**src/rtl/scope_trigger_capture.sv**
```systemverilog
// Triggered capture buffer for a sampled ADC stream: pre-trigger history, level or forced
// trigger, post-trigger fill, then sequential readout starting at the oldest sample.
//
// state   | meaning
// --------+-------------------------------------------------------------
// IDLE    | waiting for arm
// PRETRIG | collecting the pre-trigger history, trigger ignored
// ARMED   | writing the ring buffer, looking for a level crossing/force
// POST    | filling the remaining post-trigger samples
// DONE    | capture complete, samples readable via rd_en
module scope_trigger_capture #(
    parameter int DATA_W = 8,
    parameter int DEPTH  = 64,
    localparam int ADDR_W = $clog2(DEPTH)
) (
    input  logic              clk,
    input  logic              rst_n,
    input  logic [DATA_W-1:0] sample_in,
    input  logic              sample_valid,
    input  logic [DATA_W-1:0] trig_level,
    input  logic              trig_edge,
    input  logic [ADDR_W-1:0] pretrig,
    input  logic              arm,
    input  logic              force_trig,
    input  logic              rd_en,
    output logic [DATA_W-1:0] rd_data,
    output logic              rd_valid,
    output logic              busy,
    output logic              done
);

    typedef enum logic [2:0] {
        S_IDLE,
        S_PRETRIG,
        S_ARMED,
        S_POST,
        S_DONE
    } state_t;

    state_t state, state_nxt;

    logic [DATA_W-1:0] mem [DEPTH];
    logic [ADDR_W-1:0] wr_ptr, rd_addr, trig_addr, pre_r, rd_cnt;
    logic [ADDR_W:0]   cnt;
    logic [DATA_W-1:0] prev, lvl_r;
    logic              prev_valid, force_pend, edge_r;

    logic              arm_ok, capturing, wr_en, level_hit, trig_hit;
    logic              pre_done, post_done, rd_fire, rd_last, enter_done;
    logic [ADDR_W:0]   cnt_inc, post_len;
    logic [ADDR_W-1:0] trig_addr_nxt;

    always_comb begin
        arm_ok    = arm && (state == S_IDLE || state == S_DONE);
        capturing = (state == S_PRETRIG) || (state == S_ARMED) || (state == S_POST);
        wr_en     = capturing && sample_valid;
        cnt_inc   = cnt + 1'b1;
        post_len  = (ADDR_W+1)'(DEPTH) - {1'b0, pre_r};
        if (edge_r)
            level_hit = prev_valid && (prev > lvl_r) && (sample_in <= lvl_r);
        else
            level_hit = prev_valid && (prev < lvl_r) && (sample_in >= lvl_r);
        trig_hit      = (state == S_ARMED) && sample_valid && (force_pend || level_hit);
        pre_done      = (state == S_PRETRIG) && sample_valid && (cnt_inc == {1'b0, pre_r});
        post_done     = (state == S_POST) && sample_valid && (cnt_inc == post_len);
        rd_fire       = (state == S_DONE) && rd_en && !arm;
        rd_last       = rd_fire && (rd_cnt == '1);
        trig_addr_nxt = trig_hit ? wr_ptr : trig_addr;
    end

    always_ff @(posedge clk) begin
        if (!rst_n) state <= S_IDLE;
        else        state <= state_nxt;
    end

    always_comb begin
        state_nxt = state;
        case (state)
            S_IDLE:    if (arm) state_nxt = (pretrig == '0) ? S_ARMED : S_PRETRIG;
            S_PRETRIG: if (pre_done) state_nxt = S_ARMED;
            S_ARMED:   if (trig_hit) state_nxt = (post_len == 1) ? S_DONE : S_POST;
            S_POST:    if (post_done) state_nxt = S_DONE;
            S_DONE: begin
                if (arm)          state_nxt = (pretrig == '0) ? S_ARMED : S_PRETRIG;
                else if (rd_last) state_nxt = S_IDLE;
            end
            default:   state_nxt = S_IDLE;
        endcase
    end

    always_comb begin
        busy = capturing;
        done = (state == S_DONE);
    end

    assign enter_done = (state != S_DONE) && (state_nxt == S_DONE);

    // Buffer contents survive reset; only the write enable is gated.
    always_ff @(posedge clk) begin
        if (rst_n && wr_en) mem[wr_ptr] <= sample_in;
    end

    always_ff @(posedge clk) begin
        if (!rst_n) begin
            wr_ptr     <= '0;
            rd_addr    <= '0;
            trig_addr  <= '0;
            pre_r      <= '0;
            rd_cnt     <= '0;
            cnt        <= '0;
            prev       <= '0;
            lvl_r      <= '0;
            prev_valid <= 1'b0;
            force_pend <= 1'b0;
            edge_r     <= 1'b0;
            rd_data    <= '0;
            rd_valid   <= 1'b0;
        end else begin
            rd_valid <= rd_fire;
            if (rd_fire) rd_data <= mem[rd_addr];
            if (arm_ok) begin
                lvl_r      <= trig_level;
                edge_r     <= trig_edge;
                pre_r      <= pretrig;
                wr_ptr     <= '0;
                cnt        <= '0;
                rd_cnt     <= '0;
                prev_valid <= 1'b0;
                force_pend <= 1'b0;
            end else begin
                if (wr_en) begin
                    wr_ptr     <= wr_ptr + 1'b1;
                    prev       <= sample_in;
                    prev_valid <= 1'b1;
                end
                if (pre_done || post_done) cnt <= '0;
                else if ((state == S_PRETRIG || state == S_POST) && sample_valid) cnt <= cnt_inc;
                // The trigger sample is the first post-trigger sample.
                if (trig_hit) begin
                    trig_addr  <= wr_ptr;
                    cnt        <= 1;
                    force_pend <= 1'b0;
                end else if (state == S_ARMED && force_trig) begin
                    force_pend <= 1'b1;
                end
                if (enter_done) rd_addr <= trig_addr_nxt - pre_r;
                else if (rd_fire) rd_addr <= rd_addr + 1'b1;
                if (rd_fire) rd_cnt <= rd_cnt + 1'b1;
            end
        end
    end

endmodule

```
**config.mk**
```make
export PLATFORM = sky130hd
export DESIGN_NAME = scope_trigger_capture
export DESIGN_NICKNAME = d
export VERILOG_FILES = /design/src/rtl/scope_trigger_capture.sv
export SDC_FILE = /design/constraint.sdc
export NUM_CORES = 1
export LEC_CHECK = 0
export CAP_MARGIN = 20
export CORE_AREA = 2 2 199 201
export CTS_CLUSTER_SIZE = 24
export DETAILED_ROUTE_END_ITERATION = 12
export DIE_AREA = 0 0 201 203
export PLACE_DENSITY = 0.84
export RECOVER_POWER = 100
export SLEW_MARGIN = 20
export SYNTH_ARGS = -nofsm -noshare
export SYNTH_HDL_FRONTEND = slang
export SYNTH_SLANG_ARGS = --single-unit
export TNS_END_PERCENT = 10
```
**constraint.sdc**
```tcl
create_clock -name clk -period 5.3 [get_ports clk]
set_input_delay 1.06 -clock clk [delete_from_list [all_inputs] [get_ports clk]]
set_output_delay 1.06 -clock clk [all_outputs]
set_load 0.05 [all_outputs]
```
==> flow_summary.json <==
{
  "synth_area_um2": 23600,
  "worst_skew_pair.late_latency_ns": 0.61,
  "grt_pass1_wl_mm": 84.5,
  "outcome": "complete, but fails checks",
  "coreArea_um2": 38500,
  "use_met1": 0.379,
  "portBuffers": 39,
  "grtUsageTotal": 0.287,
  "worst-path-max-fanout": 7,
  "synthesis.instances": 1287,
  "slew_viol_final": 574,
  "violations": "max-capacitance violations, max-slew violations",
  "synth_cell_types": 65,
  "fmax_ghz": 0.211,
  "row_count": 72,
  "synth_top_area_share": 0.650,
  "worst_ep_required_time_ns": 5.79,
  "ys_ff_latch": 580,
  "syn_to_final_growth_pct": 11.0,
  "p_comb_frac": 0.030,
  "pwr-share-seq": 0.544,
  "io-pin-count": 40,
  "start_util": 0.615,
  "grt_pass1_vias": 13000,
  "clockBufferDepth": 3,
  "synth_top_cell_by_area": "edfxtp_1",
  "leakage_nw": 8.02,
  "stdcell_count": 1912,
  "worstHoldPathType": "reg2reg",
  "drt-initial-drc-count": 1497,
  "skew_ns": 0.0130,
  "grt_max_degree": 132,
  "met2_usage": 0.471,
  "h-tree-depth": 2,
  "dieArea_um2": 40800,
  "post_cts_buffers": 0,
  "nNetsFinal": 1405,
  "regToRegSetupSlack_ns": 0.56,
  "cts_tree": "done",
  "finalSetupTns_ns": 0,
  "p_sw_mw": 1.92,
  "ant_nets": 0,
  "post-dp-hpwl_mm": 34.3,
  "cap_violations": 10,
  "grt.overflow.total": 0,
  "fin_crit_ns": 4.74,
  "dp_cells": 1809,
  "use_met3": 0.0734,
  "synth.yosys.seq_area_share": 0.708,
  "wirelength_mm": 56.8,
  "synth_edf_count": 512,
  "synth_area_per_cell_um2": 18.4,
  "fin_crit_sh": 0.894,
  "intPower_mw": 7.29,
  "worst-setup-path-type": "reg2reg",
  "end_kind": "register",
  "slew_headroom": -1.11,
  "wl_per_cell_um": 29.7,
  "cts.repair.resized": 0,
  "antenna_found_initial": 1,
  "synthTopCellsByArea": "edfxtp_1, mux4_2, dfxtp_1",
  "remaining_drc_errors": 0,
  "gp_congestion": 0.949,
  "crit_path_start_kind": "register",
  "yosys-top-cells-count": "edfxtp_1, mux4_2, nand2_1, nor2_1, dfxtp_1",
  "root_buffer": "clkbuf_16",
  "worst_ir_drop_vdd_mv": 0.390,
  "power.share.clock": 0.426,
  "yosysWarnings": 0,
  "die_y_um": 203,
  "synth_most_common_cell": "edfxtp_1",
  "numCtsBuffers": 55,
  "cp.arrival_ns": 5.23,
  "worst_pin_slew_ns": 3.17,
  "vias_per_cell": 6.60,
  "first_pass_iters": 5,
  "rsz0062_at_grt": "no",
  "finalHoldViolCount": 0,
  "p_per_area_nw_per_um2": 351,
  "top_usage_layer": "met2",
  "clk_pin_slew_worst_paths_ns": 0.07,
  "setup_viol": 0,
  "die_w_um": 201,
  "postSynthNetCount": 1344,
  "vias": 12600,
  "cts_hold_buf": 0,
  "sw_frac_of_total": 0.208,
  "cts_sinks": 580,
  "async_flop_share": 0,
  "drive_above_1_share": 0.188,
  "synth_ff_type": "edfxtp_1"
}
## state kept, by name (all words and copies together) (netlist names)
register,flops
prev_valid,1
rd_cnt,6
mem,512
pre_r,6
prev,8
rd_addr,6
trig_addr,6
lvl_r,8
wr_ptr,6
force_pend,1
cnt,7
rd_valid,1
rd_data,8
edge_r,1
state,3
## power by group through the flow
stage	registers, mW	clock network (mW)	logic (mW)
after floorplan	5.09	0	0.138
after global placement	5.09	0	0.260
after detailed placement	5.10	0	0.273
after CTS	5.00	3.94	0.279
after global routing	5.01	4.11	0.300
final	5.01	3.92	0.278
## critical path, stage by stage (launching register included)
cell      delay [ns]
dfxtp_1         0.35
inv_1           0.11
ha_1            0.34
nand4_1         0.17
a21oi_1         0.54
nor4b_1         0.17
a211oi_1        0.55
nor2_1          0.15
clkbuf_1        0.24
mux2_1          0.40
ha_1            0.33
o21ai_0         0.10
nand2b_1        0.11
a21o_1          0.19
a21oi_1         0.17
xnor2_1         0.09
or3_1           0.33
a311oi_1        0.27
## placed cells by master, fill, tap and decap left out, types with 3 or more instances in the layout
| cell | count |
|---|---|
| ha_1 | 27 |
| mux4_2 | 168 |
| nor3_1 | 9 |
| clkbuf_16 | 59 |
| xnor2_1 | 20 |
| dlygate4sd3_1 | 14 |
| clkinvlp_4 | 5 |
| o31ai_1 | 3 |
| a21oi_1 | 53 |
| clkdlybuf4s50_1 | 17 |
| o211ai_1 | 3 |
| edfxtp_1 | 512 |
| or3_1 | 10 |
| bufinv_16 | 3 |
| nand3_1 | 9 |
| dfxtp_1 | 65 |
| and3_1 | 5 |
| o21ai_0 | 12 |
| and2_1 | 9 |
| xnor3_1 | 3 |
| clkbuf_1 | 47 |
| clkinv_2 | 7 |
| buf_4 | 4 |
| a211oi_1 | 7 |
| nor2b_1 | 8 |
| a31oi_1 | 3 |
| mux2_1 | 3 |
| xor2_1 | 13 |
| nand2b_1 | 4 |
| nand3b_1 | 3 |
| clkinv_1 | 8 |
| clkbuf_8 | 3 |
| nand2_1 | 99 |
| nand4_1 | 12 |
| inv_1 | 18 |
| mux2i_1 | 3 |
| nor2_1 | 97 |
## cell type report
type                    count  area [um2]
well taps                 518         648
diodes                      1        2.50
multi-input cells         623        6490
clock inverters            25         219
fillers                  2406       12200
flip-flops and latches    580       16700
repair buffers             70         505
inverters                  18        67.6
clock buffers              77        1570
## metal layers
layer | routed length [um] | vias to the layer above | share of wire
li1 | - | 5264 | -
met1 | 20700 | 6484 | 0.36
met2 | 28300 | 744 | 0.50
met3 | 5840 | 127 | 0.10
met4 | 1970 | 0 | 0.035
met5 | 0 | - | 0
## final timing paths
kind / startpoint / endpoint / cells after the start
max: lvl_r[7] / rd_addr[5] / 17
min: rd_data[6] / rd_data[6] / 2
max reg2reg: lvl_r[7] / rd_addr[5] / 17
min reg2reg: rd_data[6] / rd_data[6] / 2
## cells by family (layout without fill, tap and decap cells)
logic type,Yosys count,count (layout),share of synthesized area
flip-flops,580,580,0.708
XOR/XNOR,37,37,0.0161
other,0,1,0
buffers and inverters,84,190,0.0170
adder cells (fa/ha/maj),28,28,0.0151
AO/OA/AOI/OAI,104,104,0.0268
AND/OR/NAND/NOR,280,280,0.0542
multiplexers,174,174,0.163
## per-stage QoR
step | power (mW) | cell area (um2) | util | worst slack, ns | hold WS [ns]
2_1_floorplan | 5.22 | 23600 | - | 0.881 | 0.436
3_3_place_gp | 5.35 | 24600 | 0.639 | 0.573 | 0.443
3_5_place_dp | 5.37 | 24600 | 0.639 | 0.444 | 0.446
4_1_cts | 9.22 | 26400 | 0.685 | 0.861 | 0.455
5_1_grt | 9.42 | 26200 | 0.682 | 0.417 | 0.465
6_report | 9.21 | 26200 | 0.682 | 0.563 | 0.451
(Power assumes the default switching activity.)
